[config.mk]
export PLATFORM = sky130hd
export DESIGN_NAME = seq_alu
export DESIGN_NICKNAME = d
export VERILOG_FILES = /design/src/rtl/seq_alu_pkg.sv /design/src/rtl/seq_alu_muldiv.sv /design/src/rtl/seq_alu.sv
export SDC_FILE = /design/constraint.sdc
export NUM_CORES = 1
export LEC_CHECK = 0
export ABC_CLOCK_PERIOD_IN_PS = 6200
export CORE_UTILIZATION = 65
export DETAILED_ROUTE_END_ITERATION = 16
export GPL_TIMING_DRIVEN = 1
export PLACE_DENSITY = 0.94
export SYNTH_ARGS = -nofsm -noshare
export SYNTH_HDL_FRONTEND = slang
export SYNTH_HIERARCHICAL = 1
export SYNTH_SLANG_ARGS = --single-unit
export TNS_END_PERCENT = 10
[constraint.sdc]
create_clock -name clk -period 6.2 [get_ports clk]
set_clock_uncertainty 0.1 [all_clocks]
set_input_delay 1.24 -clock clk [delete_from_list [all_inputs] [get_ports clk]]
set_output_delay 1.24 -clock clk [all_outputs]
set_load 0.01 [all_outputs]
[src/rtl/seq_alu_pkg.sv]
// Shared types for the sequential ALU: opcodes, FSM states and result flags.
package seq_alu_pkg;

  localparam int unsigned OP_W = 4;

  typedef enum logic [OP_W-1:0] {
    OP_AND = 4'd0,
    OP_OR  = 4'd1,
    OP_XOR = 4'd2,
    OP_SHL = 4'd3,
    OP_SHR = 4'd4,
    OP_MOD = 4'd5,
    OP_ADD = 4'd6,
    OP_SUB = 4'd7,
    OP_MUL = 4'd8,
    OP_DIV = 4'd9
  } opcode_e;

  typedef enum logic [1:0] {
    S_IDLE = 2'd0,
    S_RUN  = 2'd1,
    S_DONE = 2'd2
  } state_e;

  typedef struct packed {
    logic carry;
    logic ovf;
    logic neg;
    logic zero;
    logic err;
  } flags_t;

  // MUL always iterates; DIV/MOD iterate only when the divisor is non-zero.
  function automatic logic is_iterative(input logic [OP_W-1:0] op, input logic b_zero);
    return (op == OP_MUL) || (((op == OP_DIV) || (op == OP_MOD)) && !b_zero);
  endfunction

endpackage

[src/rtl/seq_alu_muldiv.sv]
// N-step shift-add multiplier / restoring divider. hi_c/lo_c present the value
// after the current step so the owner can capture the final step directly.
module seq_alu_muldiv
  import seq_alu_pkg::*;
#(
  parameter int unsigned N = 8
) (
  input  logic         clk,
  input  logic         rst_n,
  input  logic         load,
  input  logic         is_div,
  input  logic         step,
  input  logic [N-1:0] a,
  input  logic [N-1:0] b,
  output logic [N-1:0] hi_c,
  output logic [N-1:0] lo_c,
  output logic         last_c
);

  localparam int unsigned CW = $clog2(N);

  logic [N-1:0]  hi_q;
  logic [N-1:0]  lo_q;
  logic [N-1:0]  dvs_q;
  logic          div_q;
  logic [CW-1:0] cnt_q;

  logic [N:0]    sum;
  logic [N:0]    shifted;
  logic          ge;
  logic [N-1:0]  rem;
  logic [N-1:0]  quo;

  // One iteration: multiply uses {hi,lo} as product/multiplier, divide as remainder/quotient.
  always_comb begin
    sum     = {1'b0, hi_q} + (lo_q[0] ? {1'b0, dvs_q} : (N+1)'(0));
    shifted = {hi_q, lo_q[N-1]};
    ge      = (shifted >= {1'b0, dvs_q});
    rem     = ge ? (shifted[N-1:0] - dvs_q) : shifted[N-1:0];
    quo     = {lo_q[N-2:0], ge};
    if (div_q) begin
      hi_c = rem;
      lo_c = quo;
    end else begin
      hi_c = sum[N:1];
      lo_c = {sum[0], lo_q[N-1:1]};
    end
    last_c = step && (cnt_q == CW'(N-1));
  end

  always_ff @(posedge clk or negedge rst_n) begin
    if (!rst_n) begin
      hi_q  <= '0;
      lo_q  <= '0;
      dvs_q <= '0;
      div_q <= 1'b0;
      cnt_q <= '0;
    end else if (load) begin
      hi_q  <= '0;
      lo_q  <= a;
      dvs_q <= b;
      div_q <= is_div;
      cnt_q <= '0;
    end else if (step) begin
      hi_q  <= hi_c;
      lo_q  <= lo_c;
      cnt_q <= cnt_q + CW'(1);
    end
  end

endmodule

[src/rtl/seq_alu.sv]
// Sequential ALU: FSM, single-cycle datapath and flag generation; MUL/DIV/MOD
// are delegated to the iterative muldiv unit.
module seq_alu
  import seq_alu_pkg::*;
#(
  parameter int unsigned N = 8
) (
  input  logic            clk,
  input  logic            rst_n,
  input  logic            start,
  input  logic [N-1:0]    a,
  input  logic [N-1:0]    b,
  input  logic [OP_W-1:0] operation,
  output logic            busy,
  output logic            done,
  output logic [N-1:0]    y,
  output logic [N-1:0]    x,
  output logic            carryOutF,
  output logic            overflowF,
  output logic            negativeF,
  output logic            zeroF,
  output logic            errorF
);

  state_e          state;
  logic [OP_W-1:0] op_q;

  logic            multi_c;
  logic            md_load_c;
  logic            md_step_c;
  logic [N-1:0]    md_hi_c;
  logic [N-1:0]    md_lo_c;
  logic            md_last_c;

  logic [N:0]      add_s;
  logic [N:0]      sub_s;
  logic [N-1:0]    sc_y;
  logic [N-1:0]    sc_x;
  flags_t          sc_f;

  logic [N-1:0]    res_y;
  logic [N-1:0]    res_x;
  flags_t          res_f;

  assign multi_c   = is_iterative(operation, (b == '0));
  assign md_load_c = (state == S_IDLE) && start && multi_c;
  assign md_step_c = (state == S_RUN);

  seq_alu_muldiv #(.N(N)) u_muldiv (
    .clk    (clk),
    .rst_n  (rst_n),
    .load   (md_load_c),
    .is_div (operation != OP_MUL),
    .step   (md_step_c),
    .a      (a),
    .b      (b),
    .hi_c   (md_hi_c),
    .lo_c   (md_lo_c),
    .last_c (md_last_c)
  );

  // Single-cycle results, computed straight from the accepted inputs.
  always_comb begin
    sc_y  = '0;
    sc_x  = '0;
    sc_f  = '0;
    add_s = {1'b0, a} + {1'b0, b};
    sub_s = {1'b0, a} - {1'b0, b};
    case (operation)
      OP_AND: sc_y = a & b;
      OP_OR:  sc_y = a | b;
      OP_XOR: sc_y = a ^ b;
      OP_SHL: sc_y = (b >= N'(N)) ? '0 : (a << b);
      OP_SHR: sc_y = (b >= N'(N)) ? '0 : (a >> b);
      OP_ADD: begin
        sc_y       = add_s[N-1:0];
        sc_f.carry = add_s[N];
        sc_f.ovf   = (a[N-1] == b[N-1]) && (add_s[N-1] != a[N-1]);
      end
      OP_SUB: begin
        sc_y       = sub_s[N-1:0];
        sc_f.carry = ~sub_s[N];
        sc_f.ovf   = (a[N-1] != b[N-1]) && (sub_s[N-1] != a[N-1]);
      end
      OP_DIV, OP_MOD: begin
        sc_y     = '1;
        sc_x     = a;
        sc_f.err = 1'b1;
      end
      OP_MUL: sc_y = '0;
      default: sc_f.err = 1'b1;
    endcase
  end

  // Result selected for the DONE update: iterative unit while running, else single-cycle.
  always_comb begin
    res_y = sc_y;
    res_x = sc_x;
    res_f = sc_f;
    if (state == S_RUN) begin
      res_f = '0;
      case (op_q)
        OP_MUL: begin
          res_y       = md_lo_c;
          res_x       = md_hi_c;
          res_f.carry = |md_hi_c;
          res_f.ovf   = |md_hi_c;
        end
        OP_DIV: begin
          res_y = md_lo_c;
          res_x = md_hi_c;
        end
        default: begin
          res_y = md_hi_c;
          res_x = '0;
        end
      endcase
    end
    res_f.neg  = res_y[N-1];
    res_f.zero = (res_y == '0);
  end

  always_ff @(posedge clk or negedge rst_n) begin
    if (!rst_n) begin
      state     <= S_IDLE;
      op_q      <= '0;
      busy      <= 1'b0;
      done      <= 1'b0;
      y         <= '0;
      x         <= '0;
      carryOutF <= 1'b0;
      overflowF <= 1'b0;
      negativeF <= 1'b0;
      zeroF     <= 1'b0;
      errorF    <= 1'b0;
    end else begin
      done <= 1'b0;
      case (state)
        S_IDLE: begin
          if (start) begin
            op_q <= operation;
            if (multi_c) begin
              state <= S_RUN;
              busy  <= 1'b1;
            end else begin
              state     <= S_DONE;
              done      <= 1'b1;
              y         <= res_y;
              x         <= res_x;
              carryOutF <= res_f.carry;
              overflowF <= res_f.ovf;
              negativeF <= res_f.neg;
              zeroF     <= res_f.zero;
              errorF    <= res_f.err;
            end
          end
        end
        S_RUN: begin
          if (md_last_c) begin
            state     <= S_DONE;
            busy      <= 1'b0;
            done      <= 1'b1;
            y         <= res_y;
            x         <= res_x;
            carryOutF <= res_f.carry;
            overflowF <= res_f.ovf;
            negativeF <= res_f.neg;
            zeroF     <= res_f.zero;
            errorF    <= res_f.err;
          end
        end
        S_DONE:  state <= S_IDLE;
        default: state <= S_IDLE;
      endcase
    end
  end

endmodule

==> results.md, run 1 <==
- Of the available clock period, the critical path in the final layout requires between 70 and 80%.
- Of all flip-flops after synthesis, the portion carrying an async set or reset was between 90% and 100%.
- The proportion of netlist area held by the largest area contributor is 25.2%.
- The pin count of the biggest net entering global routing is 57.
- The maximum clock frequency is about 200 MHz.
- The final layout contains between 700 and 800 nets.
- The slowest stage of the critical path belongs to the cell sky130_fd_sc_hd__clkdlybuf4s50_1.
- The detailed-routing iteration count for the pre-antenna-repair pass is 6.
- The startpoint type of the worst setup path is an input pin.
- The longest clock path from root to sink contains 2 buffers.
- After routing the design area is 6050 sq um.
- After detailed routing, the number of remaining DRC violations is 0.
- The count of cells along the worst hold path is 2.
- Yosys printed 6 warnings.
- The routed design could run at a clock period as short as about 4.9 ns.
- In this run the most critical hold path is launched from op_q[2].
- Across all register-to-register paths, the minimum setup slack is 2.01 ns.
- The count of max-cap constraint violations is 0.
- From left edge to right edge, the die measures between 90 and 100 um.
- The cell family contributing the most delay on the critical path is buffers and inverters.
- The worst pin sits at a relative slew slack of 36.7%.
- The proportion of layout cells with a drive suffix above 1 is about 8.2%.
- Once the floorplan was initialized, standard cells occupied 67.5% of the core.
- The global routing stage identified its most utilized layer as met2.
- Routability-driven placement finished with a final weighted congestion of just under 1.
- The count of buffer and inverter cells on the critical path is 2.
- Yosys attributes the largest share of cell area to sky130_fd_sc_hd__dfrtp_1 (25%), sky130_fd_sc_hd__ha_1 (9.4%), sky130_fd_sc_hd__mux2i_1 (5.2%).
- The post-detailed-route via-to-cell ratio is about 7.
- In the global route stage, met3 resource usage came out at roughly 4.6%.
- For met2 alone, demand over resource in global routing was a little over two thirds.
- The worst register-to-register path ends at zeroF.
- The startpoint of the most critical register-to-register path is u_muldiv/lo_q[0].
- The setup violation total in the final timing report is 0.
- The top-level I/O count is 46.
- In this run the tool buffered the top-level ports with 45 buffer cells.
- Among all flip-flop cells after synthesis, the most frequent one is sky130_fd_sc_hd__dfrtp_1.
- The minimum setup slack after placement is between 1 and 1.5 ns.
- The number of antenna violations at the first check in global routing came to 0.
- Ranked by instance count, the synthesized netlist is headed by sky130_fd_sc_hd__nor2_1 (76), sky130_fd_sc_hd__dfrtp_1 (56), sky130_fd_sc_hd__a21oi_1 (54), sky130_fd_sc_hd__nand2_1 (47), sky130_fd_sc_hd__inv_1 (43).
- The average footprint of a synthesized cell is around 8.4 sq um.
- The type of the setup path with the least slack is in -> reg.
- Net switching is 49.2% of the power.
- The path class of the tightest hold or removal check is reg -> reg.
- The netlist uses 80 different library cells.
- The aggregate global routing overflow is 0.
- In the synthesized netlist, the number of instances is about 670.
- The proportion of synthesized chip area in sequential cells is ~25%.
- The length in cells of the worst reg-to-reg path is 15.
- The buffers inserted during post-CTS setup optimization is 0.
- In this design, the stage delay of the slowest critical-path cell is 0.87 ns.
- The first global-routing pass estimated around 28000 um of wire.
- For this block, the via count after detailed routing is roughly 5500.
- The largest driver fanout on the critical path is 25.
- The cell leakage power is about 2.6 nW.
- The endpoint with the worst hold slack is op_q[2].
- The HPWL reported at the end of detailed placement is between 10000 and 15000 um.
- CTS placed an instance of sky130_fd_sc_hd__clkbuf_8 at the clock tree root.
- Setup repair after global routing left no endpoint under its margin.
- The fraction of power consumed by sequential logic is 26.4%.
- The number of max-slew violations in the final report is 0.
- The critical path required time is about 6.3 ns.
- For the pin with the worst max-slew slack, the measured transition is 0.949 ns.
- The cell area that synthesis handed to floorplanning was around 5600 sq um.
- The core region is 8260 sq um.
- The clock sink count is 56.
- The internal power of the cells is ~0.0013 W.
- In this run, post-CTS repair resized a total of 0 instances.
- Compared with the post-synthesis result, the final layout area differs by 8.67%.
- The peak supply drop is around 0.0002 V.
- The combinational share of power is about 65%.
- For met1 alone, demand over resource in global routing was 48.4%.
- The via count of the first global-routing pass is 5367.
- Clock-pin slew was measured on the worst setup and hold paths at 0.11 ns.
- The total length of routed wires is approximately 18000 um.
- The flow ran to the end, and the final reports show no timing, DRC or antenna violations.
- The floorplan has 33 rows.
- The total die area is around 8900 sq um.
- The hold violation total from the final report is 0.
- The clock tree synthesis step divided the H-tree into 2 levels.
- The post-route antenna net violation count is 0.
- The worst-skew pair later-pin latency is around 0.32 ns.
- For this design, the CTS-stage hold fixing added 0 buffers.
- The switching power summed over all nets is 0.00127 W.
- TritonCTS built the clock tree.
- The count of flip-flops with a built-in enable after synthesis is 0.
- The count of inserted antenna diode cells is 0.
- In this run, the number of DRC markers left after iteration 0 of detailed routing was 453.
- The count of state elements after synthesis is 56.
- The most frequent cell after synthesis is sky130_fd_sc_hd__nor2_1.
- The total power divided by cell area is around 430 nW/um^2.
- The endpoint arrival time on the critical path is about 5 ns.
- The category of the worst setup path capture point is a register.
- The minimum setup slack in the final design is ~1.3 ns.
- The die extent in y is between 90 and 100 um.
- The cell taking the most area after synthesis is sky130_fd_sc_hd__dfrtp_1.
- After detailed routing, the average wire length per cell comes to around 22 um.
- For this run, the total global-route usage over all layers was measured as between 40% and 50%.
- Traced cell by cell, the critical path runs through clkdlybuf4s50_1, nor2b_1, a21oi_1, a311oi_1, o21a_1, clkinv_1, nand3_1, nor4_1, a32o_1.
- The number of clock buffers added by TritonCTS is 5.
- The total negative setup slack is 0 ns.
- The placed instances occupy a cell area of ~6000 sq um.
- The fraction of power consumed by the clock network is around 8.4%.
- The number of fillers in the final layout is 631.
- The net count of the mapped netlist is approximately 740.
## how the worst max path moves through the flow
stage                  from  endpoint  slack [ns]  cells past startpoint
3_3_place_gp   operation[2]     zeroF        1.37                      9
3_5_place_dp   operation[2]     zeroF        1.17                      9
6_report       operation[2]     zeroF        1.32                      9
4_1_cts        operation[2]     zeroF        1.47                      9
5_1_grt        operation[2]     zeroF        1.11                      9
2_1_floorplan          b[2]     zeroF        2.16                     13
## power by group through the flow
| stage | clock network (W) | logic, W | registers [W] |
|---|---|---|---|
| after floorplan | 0 | 0.00115 | 0.000651 |
| after global placement | 0 | 0.00154 | 0.000670 |
| after detailed placement | 0 | 0.00162 | 0.000681 |
| after CTS | 0.000215 | 0.00163 | 0.000674 |
| after global routing | 0.000230 | 0.00181 | 0.000698 |
| final | 0.000216 | 0.00168 | 0.000681 |
## stage by stage
step                utilization, %  total power (W)  hold slack, ns  instances
global route                  73.3          0.00274           0.431        792
CTS                           73.3          0.00252           0.399        792
global placement              72.1          0.00221           0.361        784
detailed placement            72.1          0.00230           0.374        784
floorplan                        -          0.00180           0.342        666
finish                        73.3          0.00257           0.407        792
## layout by cell type (no fill, tap or decap), types with 3 or more instances in the layout
cell type / netlist / final
sky130_fd_sc_hd__o211a_1: 3 / 3
sky130_fd_sc_hd__a21o_1: 7 / 7
sky130_fd_sc_hd__a311oi_1: 4 / 4
sky130_fd_sc_hd__inv_1: 43 / 43
sky130_fd_sc_hd__ha_1: 42 / 42
sky130_fd_sc_hd__o21ai_0: 39 / 39
sky130_fd_sc_hd__a31oi_1: 5 / 5
sky130_fd_sc_hd__nor4_1: 6 / 6
sky130_fd_sc_hd__buf_4: 3 / 7
sky130_fd_sc_hd__a21oi_1: 54 / 54
sky130_fd_sc_hd__and3_1: 5 / 5
sky130_fd_sc_hd__a211o_1: 4 / 4
sky130_fd_sc_hd__o32ai_1: 3 / 3
sky130_fd_sc_hd__dfrtp_1: 56 / 56
sky130_fd_sc_hd__mux4_2: 6 / 6
sky130_fd_sc_hd__o211ai_1: 6 / 6
sky130_fd_sc_hd__a211oi_1: 8 / 8
sky130_fd_sc_hd__and2_1: 13 / 13
sky130_fd_sc_hd__nand2_1: 47 / 47
sky130_fd_sc_hd__nor3b_1: 4 / 4
sky130_fd_sc_hd__nand3b_1: 3 / 3
sky130_fd_sc_hd__clkdlybuf4s50_1: 0 / 44
sky130_fd_sc_hd__o21bai_1: 8 / 8
sky130_fd_sc_hd__a22oi_1: 6 / 6
sky130_fd_sc_hd__xnor2_1: 7 / 7
sky130_fd_sc_hd__nor2_1: 76 / 76
sky130_fd_sc_hd__nand2b_1: 6 / 6
sky130_fd_sc_hd__nand3_1: 20 / 20
sky130_fd_sc_hd__nor3_1: 15 / 15
sky130_fd_sc_hd__fa_1: 4 / 4
sky130_fd_sc_hd__o31ai_1: 4 / 4
sky130_fd_sc_hd__xor2_1: 8 / 8
sky130_fd_sc_hd__mux2i_1: 29 / 29
sky130_fd_sc_hd__mux2_2: 11 / 11
sky130_fd_sc_hd__clkbuf_8: 6 / 5
sky130_fd_sc_hd__o21a_1: 3 / 3
sky130_fd_sc_hd__a221oi_1: 13 / 13
sky130_fd_sc_hd__o22ai_1: 5 / 5
## worst reg2reg max path, delay by kind of cell, from the launching register on
kind | cells | cell delay (ns)
AND/OR/NAND/NOR | 3 | 0.54
flip-flops | 1 | 0.52
AO/OA/AOI/OAI | 9 | 2.11
multiplexers | 1 | 0.18
adder cells (fa/ha/maj) | 2 | 0.71
## cell type report
type                            count  area (sq um)  area share, %
Tap cell                          105           131           2.17
Sequential cell                    56          1400           23.1
Multi-Input combinational cell    527          3760           62.1
Clock buffer                        5          68.8           1.14
Inverter                           44           165           2.73
Timing Repair Buffer               52           498           8.23
Clock inverter                      3          27.5          0.455
## sequential cells by signal, indices dropped and copies added (netlist names)
signal and flops:
u_muldiv/hi_q 8, u_muldiv/lo_q 8, x 8, state 2, zeroF 1, u_muldiv/cnt_q 3
u_muldiv/div_q 1, overflowF 1, u_muldiv/dvs_q 8, op_q 4, errorF 1, done 1
busy 1, carryOutF 1, y 8
## kinds of logic after synthesis
kind of cell / share of synthesized area (%)
adders and majority gates: 10.9
AOI/OAI and AO/OA: 24.1
muxes: 10.3
DFF: 25.2
xor gates and xnor gates: 2.36
buffers and inverters: 7.32
and+or+nand+nor: 19.8
## routing by layer
layer,part of all wire (%),vias to the layer above,wire (um)
li1,-,2469,-
met1,37,2605,6500
met2,48,357,8490
met3,8.4,87,1480
met4,6.2,0,1080
met5,0,-,0
No activity file was read; power rests on OpenSTA's default activity.
==> run 2: changes to the inputs <==
ABC_CLOCK_PERIOD_IN_PS = 5000   (was 6200)
CORE_UTILIZATION = 60   (was 65)
PLACE_DENSITY = 0.88   (was 0.94)
clock period = 5 ns   (was 6.2 ns; I/O delays follow)
==> results.md, run 2 (synthesized netlist as in run 1, its figures left out) <==
- Fill cells in the final layout number 729.
- Routability-driven placement finished with a final weighted congestion of 1.00.
- The kind of path behind the tightest hold check is reg -> reg.
- Post-CTS repair changed the size of 0 cells.
- The count of inserted antenna diode cells is 0.
- The net count reported at finish is 770.
- The number of input and output port buffers inserted is 45.
- The minimum setup slack in the final design is 0.893 ns.
- Relative to the synthesized area, the layout overhead comes to 10.7%.
- The fraction of power consumed by the clock network is under 10%.
- The number of antenna violations at the first check in global routing is 0.
- The critical path contains buffers and inverters numbering 2 combined.
- The switching power summed over all nets is 0.00151 W.
- For this run, the total global-route usage over all layers was measured as ~35%.
- Leaving out fill and tap cells, the most frequent cells in the layout are sky130_fd_sc_hd__nor2_1 (76), sky130_fd_sc_hd__dfrtp_1 (56), sky130_fd_sc_hd__a21oi_1 (54).
- Cells fill 69.7% of the core in the end.
- The final reports fail on design-rule violations.
- The largest stage delay on the critical path is between 0.7 and 0.8 ns.
- The die extent in y is approximately 98 um.
- Traced cell by cell, the critical path runs through clkdlybuf4s50_1, inv_1, ha_1, or3_1, a311oi_1, a211oi_1, o22ai_1, mux2i_1, nor2_1, o32ai_1, a32o_1.
- The post-route clock period utilization is 82.1%.
- The proportion of layout cells with a drive suffix above 1 is roughly a tenth.
- Summed over all layers, the global routing overflow is 0.
- The endpoint arrival time on the critical path is around 4.3 ns.
- The largest driver fanout on the critical path is 11.
- Across all layers, the routed design uses between 5000 and 6000 vias.
- For this design the static power due to leakage is ~2.7 nW.
- Summing internal, switching and leakage power gives 0.00314 W.
- The clock-pin transition on the worst setup and hold timing paths is 0.11 ns.
- The critical path is of the in -> reg type.
- Setup violations remaining at the end of the flow were counted as 0.
- The post-route antenna net violation count is 0.
- Entering global routing, the biggest net connects just over 40 pins.
- The buffers inserted during post-CTS setup optimization is 0.
- Static timing analysis puts the maximum clock frequency at 243 MHz.
- The minimum setup slack after placement is 0.653 ns.
- The die covers just under 10000 sq um.
- The number of cells in the design after placement is 802.
- STA puts the critical path data required time at around 5.2 ns.
- The total negative setup slack is 0 ns.
- The area taken by multi-input logic gates is ~3800 sq um.
- The fraction of power consumed by sequential logic is 26.7%.
- In this run the deepest clock path goes through 2 buffers.
- Counting the buffers created by CTS gives 5.
- The category of the worst setup path capture point is a register.
- The first TritonRoute pass finished after 13 iterations.
- The switching power share of the total is between 40% and 50%.
- The count of max-cap constraint violations is 0.
- The hold violation total from the final report was 0.
- The measured slew at the worst slew-check pin is between 0.9 and 1 ns.
- Combinational cells account for between 60 and 70% of the total power.
- Pin placement for this block handled between 40 and 50 I/O pins.
- The mean routed wirelength per cell is roughly 20 um.
- The die extent in x is about 98 um.
- The number of buffers inserted for hold repair after clock tree synthesis is 0.
- The total length of routed wires is ~17000 um.
- The via count of the first global-routing pass is 5380.
- The area occupied by registers is between 1000 and 1500 sq um.
- The cell sitting at the root of the clock tree is a sky130_fd_sc_hd__clkbuf_8.
- The number of max-slew violations in the final report came to 0.
- The worst setup path is launched from an input pin.
- On the critical path, the stage with the largest delay is an instance of sky130_fd_sc_hd__clkdlybuf4s50_1.
- Using the TritonRoute via totals, the vias-per-cell ratio works out to 6.81.
- For the worst-skew pair, the clock arrives at the later sink with an insertion delay of roughly 0.32 ns.
- The cell family contributing the most delay on the critical path is compound AO/OA/AOI/OAI gates.
- The wire-length estimate of the detail-placed layout is roughly 13000 um.
- The clock drives 56 sinks.
- For this design the ratio of total power to cell area is a little over 500 nW/um^2.
- The TritonCTS clock tree is built.
- The minimum period implied by the final worst setup slack is 4.11 ns.
- Setup repair after global routing left no endpoint under its margin.
- The library cell used most frequently in the layout, excluding fill and tap cells, is sky130_fd_sc_hd__nor2_1.
- The internal power of the cells is ~0.0016 W.
- The placement row count is 34.
- The number of design-rule violations left by the first detailed-router iteration is 440.
- The remaining max-slew budget at the tightest pin is a little under two fifths.
- In the routed design, unresolved DRC markers number 2.
- The clock tree synthesis step divided the H-tree into 2 levels.
- The flow ran to the end, but the final reports show violations.
- The wire length of the first global-routing pass is approximately 27000 um.
- The peak supply drop is between 0.0002 and 0.0003 V.
- Once layout is complete, the cells apart from fillers number roughly 800.
- The effective utilization at floorplan is a little over three fifths.
- The total area inside the core boundary comes to between 8000 and 9000 sq um.
[run 2: layout make-up]
type,count,share of cell area [%]
Clock inverter,3,0.406
Tap cell,108,2.19
Sequential cell,56,22.7
Clock buffer,5,1.12
Timing Repair Buffer,67,9.90
Inverter,44,2.68
Multi-Input combinational cell,527,61.0
[run 2: final timing paths]
kind / to / cells past startpoint / start / slack (ns)
min: errorF / 2 / errorF / 0.38
max: zeroF / 11 / a[2] / 0.89
min reg2reg: errorF / 2 / errorF / 0.38
max in group asynchronous: u_muldiv/lo_q[2] / 2 / rst_n / 3.48
max reg2reg: zeroF / 15 / u_muldiv/lo_q[0] / 0.95
min in group asynchronous: u_muldiv/hi_q[4] / 1 / rst_n / 0.48
[run 2: layer usage]
metal  routed length, um  global-route usage (%)  vias to the layer above  share of wire, %
li1                    -                       -                     2492                 -
met3                1380                    4.65                       83               8.2
met5                   0                       0                        -                 0
met1                6350                    44.1                     2601                38
met4                1140                    22.4                        0               6.8
met2                7820                    58.6                      343                47
[run 2: through the flow]
| stage | cell area (sq um) | hold WS [ns] |
|---|---|---|
| global route | 6170 | 0.421 |
| CTS | 6170 | 0.389 |
| finish | 6170 | 0.384 |
| detailed placement | 6070 | 0.364 |
| global placement | 6070 | 0.358 |
| floorplan | 5570 | 0.342 |
[run 2: power groups by stage]
stage               clock network, W  registers (W)  logic (W)
floorplan                          0       0.000807    0.00142
global placement                   0       0.000829    0.00192
detailed placement                 0       0.000840    0.00199
CTS                         0.000268       0.000833    0.00201
global route                0.000284       0.000862    0.00224
finish                      0.000261       0.000838    0.00204
[run 2: worst reg2reg max path: stages, from the launching register on]
cell and delay (ns):
sky130_fd_sc_hd__dfrtp_1 0.51, sky130_fd_sc_hd__and2_1 0.20, sky130_fd_sc_hd__ha_1 0.23, sky130_fd_sc_hd__fa_1 0.47
sky130_fd_sc_hd__a211oi_1 0.25, sky130_fd_sc_hd__o21bai_1 0.11, sky130_fd_sc_hd__a21oi_1 0.28, sky130_fd_sc_hd__o21ai_0 0.13
sky130_fd_sc_hd__o311ai_0 0.17, sky130_fd_sc_hd__nor3_1 0.20, sky130_fd_sc_hd__mux2i_1 0.18, sky130_fd_sc_hd__nor2_1 0.09
sky130_fd_sc_hd__a2111oi_0 0.28, sky130_fd_sc_hd__o21ai_0 0.15, sky130_fd_sc_hd__o32ai_1 0.44, sky130_fd_sc_hd__a32o_1 0.23
==> run 3: changes to the inputs <==
ABC_CLOCK_PERIOD_IN_PS = 3400   (was 5000)
CORE_UTILIZATION = 54   (was 60)
PLACE_DENSITY = 0.84   (was 0.88)
clock period = 3.4 ns   (was 5 ns; I/O delays follow)
==> results.md, run 3 (synthesized netlist as in run 1, its figures left out) <==
- Setup violations remaining at the end of the flow were counted as 0.
- After routing, the total negative slack on setup checks comes to 0 ns.
- The later pin in the worst-skew pair is clocked with a latency of ~0.33 ns.
- The endpoint arrival time on the critical path is about 3.4 ns.
- The critical path required time is around 3.5 ns.
- The final cell count without fillers is about 930.
- The H-tree was split into 2 levels.
- TritonCTS built the clock tree.
- The placement row count is 36.
- In this run the worst path has a maximum fanout of 3.
- VDD sags by at most 0.000444 V.
- Buffers inserted during clock tree synthesis total 5.
- The worst path meets setup with 0.0940 ns of slack.
- The tool flagged a number of max-cap violations equal to 0.
- The count of buffer and inverter cells on the critical path is 1.
- The measured slew at the worst slew-check pin is ~0.63 ns.
- The master of the slowest instance on the critical path is sky130_fd_sc_hd__a31oi_1.
- Entering global routing, the biggest net connects 35 pins.
- The detailed-routing iteration count for the pre-antenna-repair pass is 5.
- For this design, the sink count on the clock tree is 56.
- Summed over all nets, the half-perimeter wirelength after detailed placement is about 15000 um.
- The post-route antenna net violation count is 0.
- Cells with a size suffix above 1 make up 23.5% of the layout.
- The post-detailed-route via-to-cell ratio is ~6.4.
- The most repeated library cell on the critical path is sky130_fd_sc_hd__nor2_1.
- The number of design-rule violations left by the first detailed-router iteration is around 520.
- The cell leakage power is around 3.2 nW.
- The hold violation total from the final report is 0.
- The most common library cell in the layout ignoring fill and taps is sky130_fd_sc_hd__buf_4.
- The die covers approximately 11000 sq um.
- In the final design database the tool counted 863 nets.
- The effective utilization at floorplan is a little under three fifths.
- The first global-routing pass estimated 30700 um of wire.
- For this run, design rule violations remaining after detail routing come to 0.
- The number of antenna violations at the first check in global routing is 0.
- The routed design has 19700 um of wire.
- The number of placed instances, taps included, is 917.
- The minimum setup slack after placement is -0.263 ns.
- The count of inserted antenna diode cells is 0.
- The number of fillers in the final layout is around 750.
- Measured along the x axis, the die boundary spans around 100 um.
- From bottom edge to top edge, the die measures 104 um.
- Headroom to the max-slew limit came out at between 50% and 60%.
- The clock-pin transition on the worst setup and hold timing paths is between 0.1 and 0.15 ns.
- In this run the clock root is driven by a sky130_fd_sc_hd__clkbuf_8.
- After floorplanning, the core was sized to cover 9860 sq um.
- The aggregate global routing overflow is 0.
- The signal on the critical path passes through and2_1, ha_1, fa_2, a211oi_2, o21bai_1, a21oi_2, buf_4, xnor2_1, nor2_1, a31oi_1, mux2i_1, nor2_1, a21oi_1, a32o_1.
- The worst setup path is captured at a register.
- The run finished with clean final reports.
- The type of the setup path with the least slack is reg -> reg.
- The via count of the first global-routing pass is 5762.
- The number of input and output port buffers inserted is 45.
- The maximum buffer depth of the clock tree is 2.
- Leaving out fill and tap cells, the most frequent cells in the layout are sky130_fd_sc_hd__buf_4 (113), sky130_fd_sc_hd__nor2_1 (75), sky130_fd_sc_hd__dfrtp_1 (56).
- The finished cells cover 7050 sq um.
- The top-level I/O count is 46.
- On the final layout, the worst hold slack is between 0.1 and 0.15 ns.
- The overall via count from detail_route is about 6000.
- The mean routed wirelength per cell is 21.2 um.
- The layout-stage area growth over the synthesis result is 26.5%.
- Global routing used 36.5% of the available tracks across all layers.
- The kind of path behind the tightest hold check is in -> async.
- The routability-driven placement congestion ratio is roughly 1.0.
- The number of max-slew violations in the final report is 0.
- The startpoint type of the worst setup path is a register.
- Dividing total power by cell area gives a power density of 759 nW/um^2.
- In this run the cell area measured after placement is ~6800 sq um.
- The maximum clock frequency is slightly above 300 MHz.
- Grouping stages by cell kind, the critical path spends the most delay in compound AO/OA/AOI/OAI gates.
- The minimum period implied by the final worst setup slack is 3.31 ns.
- The largest stage delay on the critical path is roughly 0.45 ns.
- In the finished design, the share of the clock period the worst path needs comes to between 90% and 100%.
==> run 3: cell types whose count changed in the layout (fill, tap and decap cells not counted), moves of 4 or more <==
cell	change
sky130_fd_sc_hd__a211oi_1	-4
sky130_fd_sc_hd__a211oi_2	+4
sky130_fd_sc_hd__a21oi_1	-5
sky130_fd_sc_hd__a21oi_2	+5
sky130_fd_sc_hd__buf_4	+91
==> run 3: final cells by class <==
type	instances	area (sq um)	share of cell area, %
tap	133	166	2.36
inverter	44	165	2.34
clock buffer	5	68.8	0.977
multi-input combinational	527	3880	55.1
timing repair buffer	160	1330	18.9
clock inverter	3	27.5	0.391
sequential	56	1400	19.9
==> run 3: report_power, final <==
group / internal [W] / switching (W) / leakage, nW
Combinational: 0.00165 / 0.00210 / 2.44
Sequential: 0.000959 / 0.000238 / 0.682
Clock: 0.000152 / 0.000251 / 0.0463
Total: 0.00276 / 0.00259 / 3.16
==> run 3: per-stage QoR <==
stage	total power (W)	utilization, %
floorplan	0.00328	-
global placement	0.00444	69.0
detailed placement	0.00457	69.0
CTS	0.00503	70.3
global route	0.00565	71.4
finish	0.00535	71.4
==> run 3: worst reg2reg max path: stages, from the launching register on <==
cell                       delay (ns)
sky130_fd_sc_hd__dfrtp_1         0.40
sky130_fd_sc_hd__and2_1          0.16
sky130_fd_sc_hd__ha_1            0.23
sky130_fd_sc_hd__fa_2            0.40
sky130_fd_sc_hd__a211oi_2        0.20
sky130_fd_sc_hd__o21bai_1        0.11
sky130_fd_sc_hd__a21oi_2         0.17
sky130_fd_sc_hd__buf_4           0.13
sky130_fd_sc_hd__xnor2_1         0.14
sky130_fd_sc_hd__nor2_1          0.06
sky130_fd_sc_hd__a31oi_1         0.45
sky130_fd_sc_hd__mux2i_1         0.17
sky130_fd_sc_hd__nor2_1          0.14
sky130_fd_sc_hd__a21oi_1         0.10
sky130_fd_sc_hd__a32o_1          0.25
==> run 3: path summary, 6_finish.rpt <==
| path | endpoint | cells after the start | startpoint | slack (ns) |
|---|---|---|---|---|
| worst min-delay path | u_muldiv/dvs_q[2] | 1 | rst_n | 0.14 |
| worst max-delay path | zeroF | 14 | u_muldiv/dvs_q[0] | 0.09 |
| worst min register to register | op_q[0] | 2 | op_q[0] | 0.40 |
| min in group clk | op_q[0] | 2 | op_q[0] | 0.40 |
| worst max register to register | zeroF | 14 | u_muldiv/dvs_q[0] | 0.09 |
| max in group asynchronous | y[5] | 2 | rst_n | 2.41 |
==> run 3: what timing repair did <==
action | in CTS | in global routing
hold buffers | 0 | 0
endpoints found under the setup margin | 2 | 4
gates cloned | 0 | 0
setup buffers | 1 | 2
gates resized for setup | 6 | 23
pin swaps | 3 | 3
==> run 3: layer usage <==
metal | vias up | routed length, um | share of wire (%) | track usage (%)
li1 | 2689 | - | - | -
met1 | 2831 | 7660 | 39 | 45.5
met2 | 372 | 9480 | 48 | 61.9
met3 | 76 | 1560 | 7.9 | 4.15
met4 | 0 | 1010 | 5.1 | 19.7
met5 | - | 0 | 0 | 0
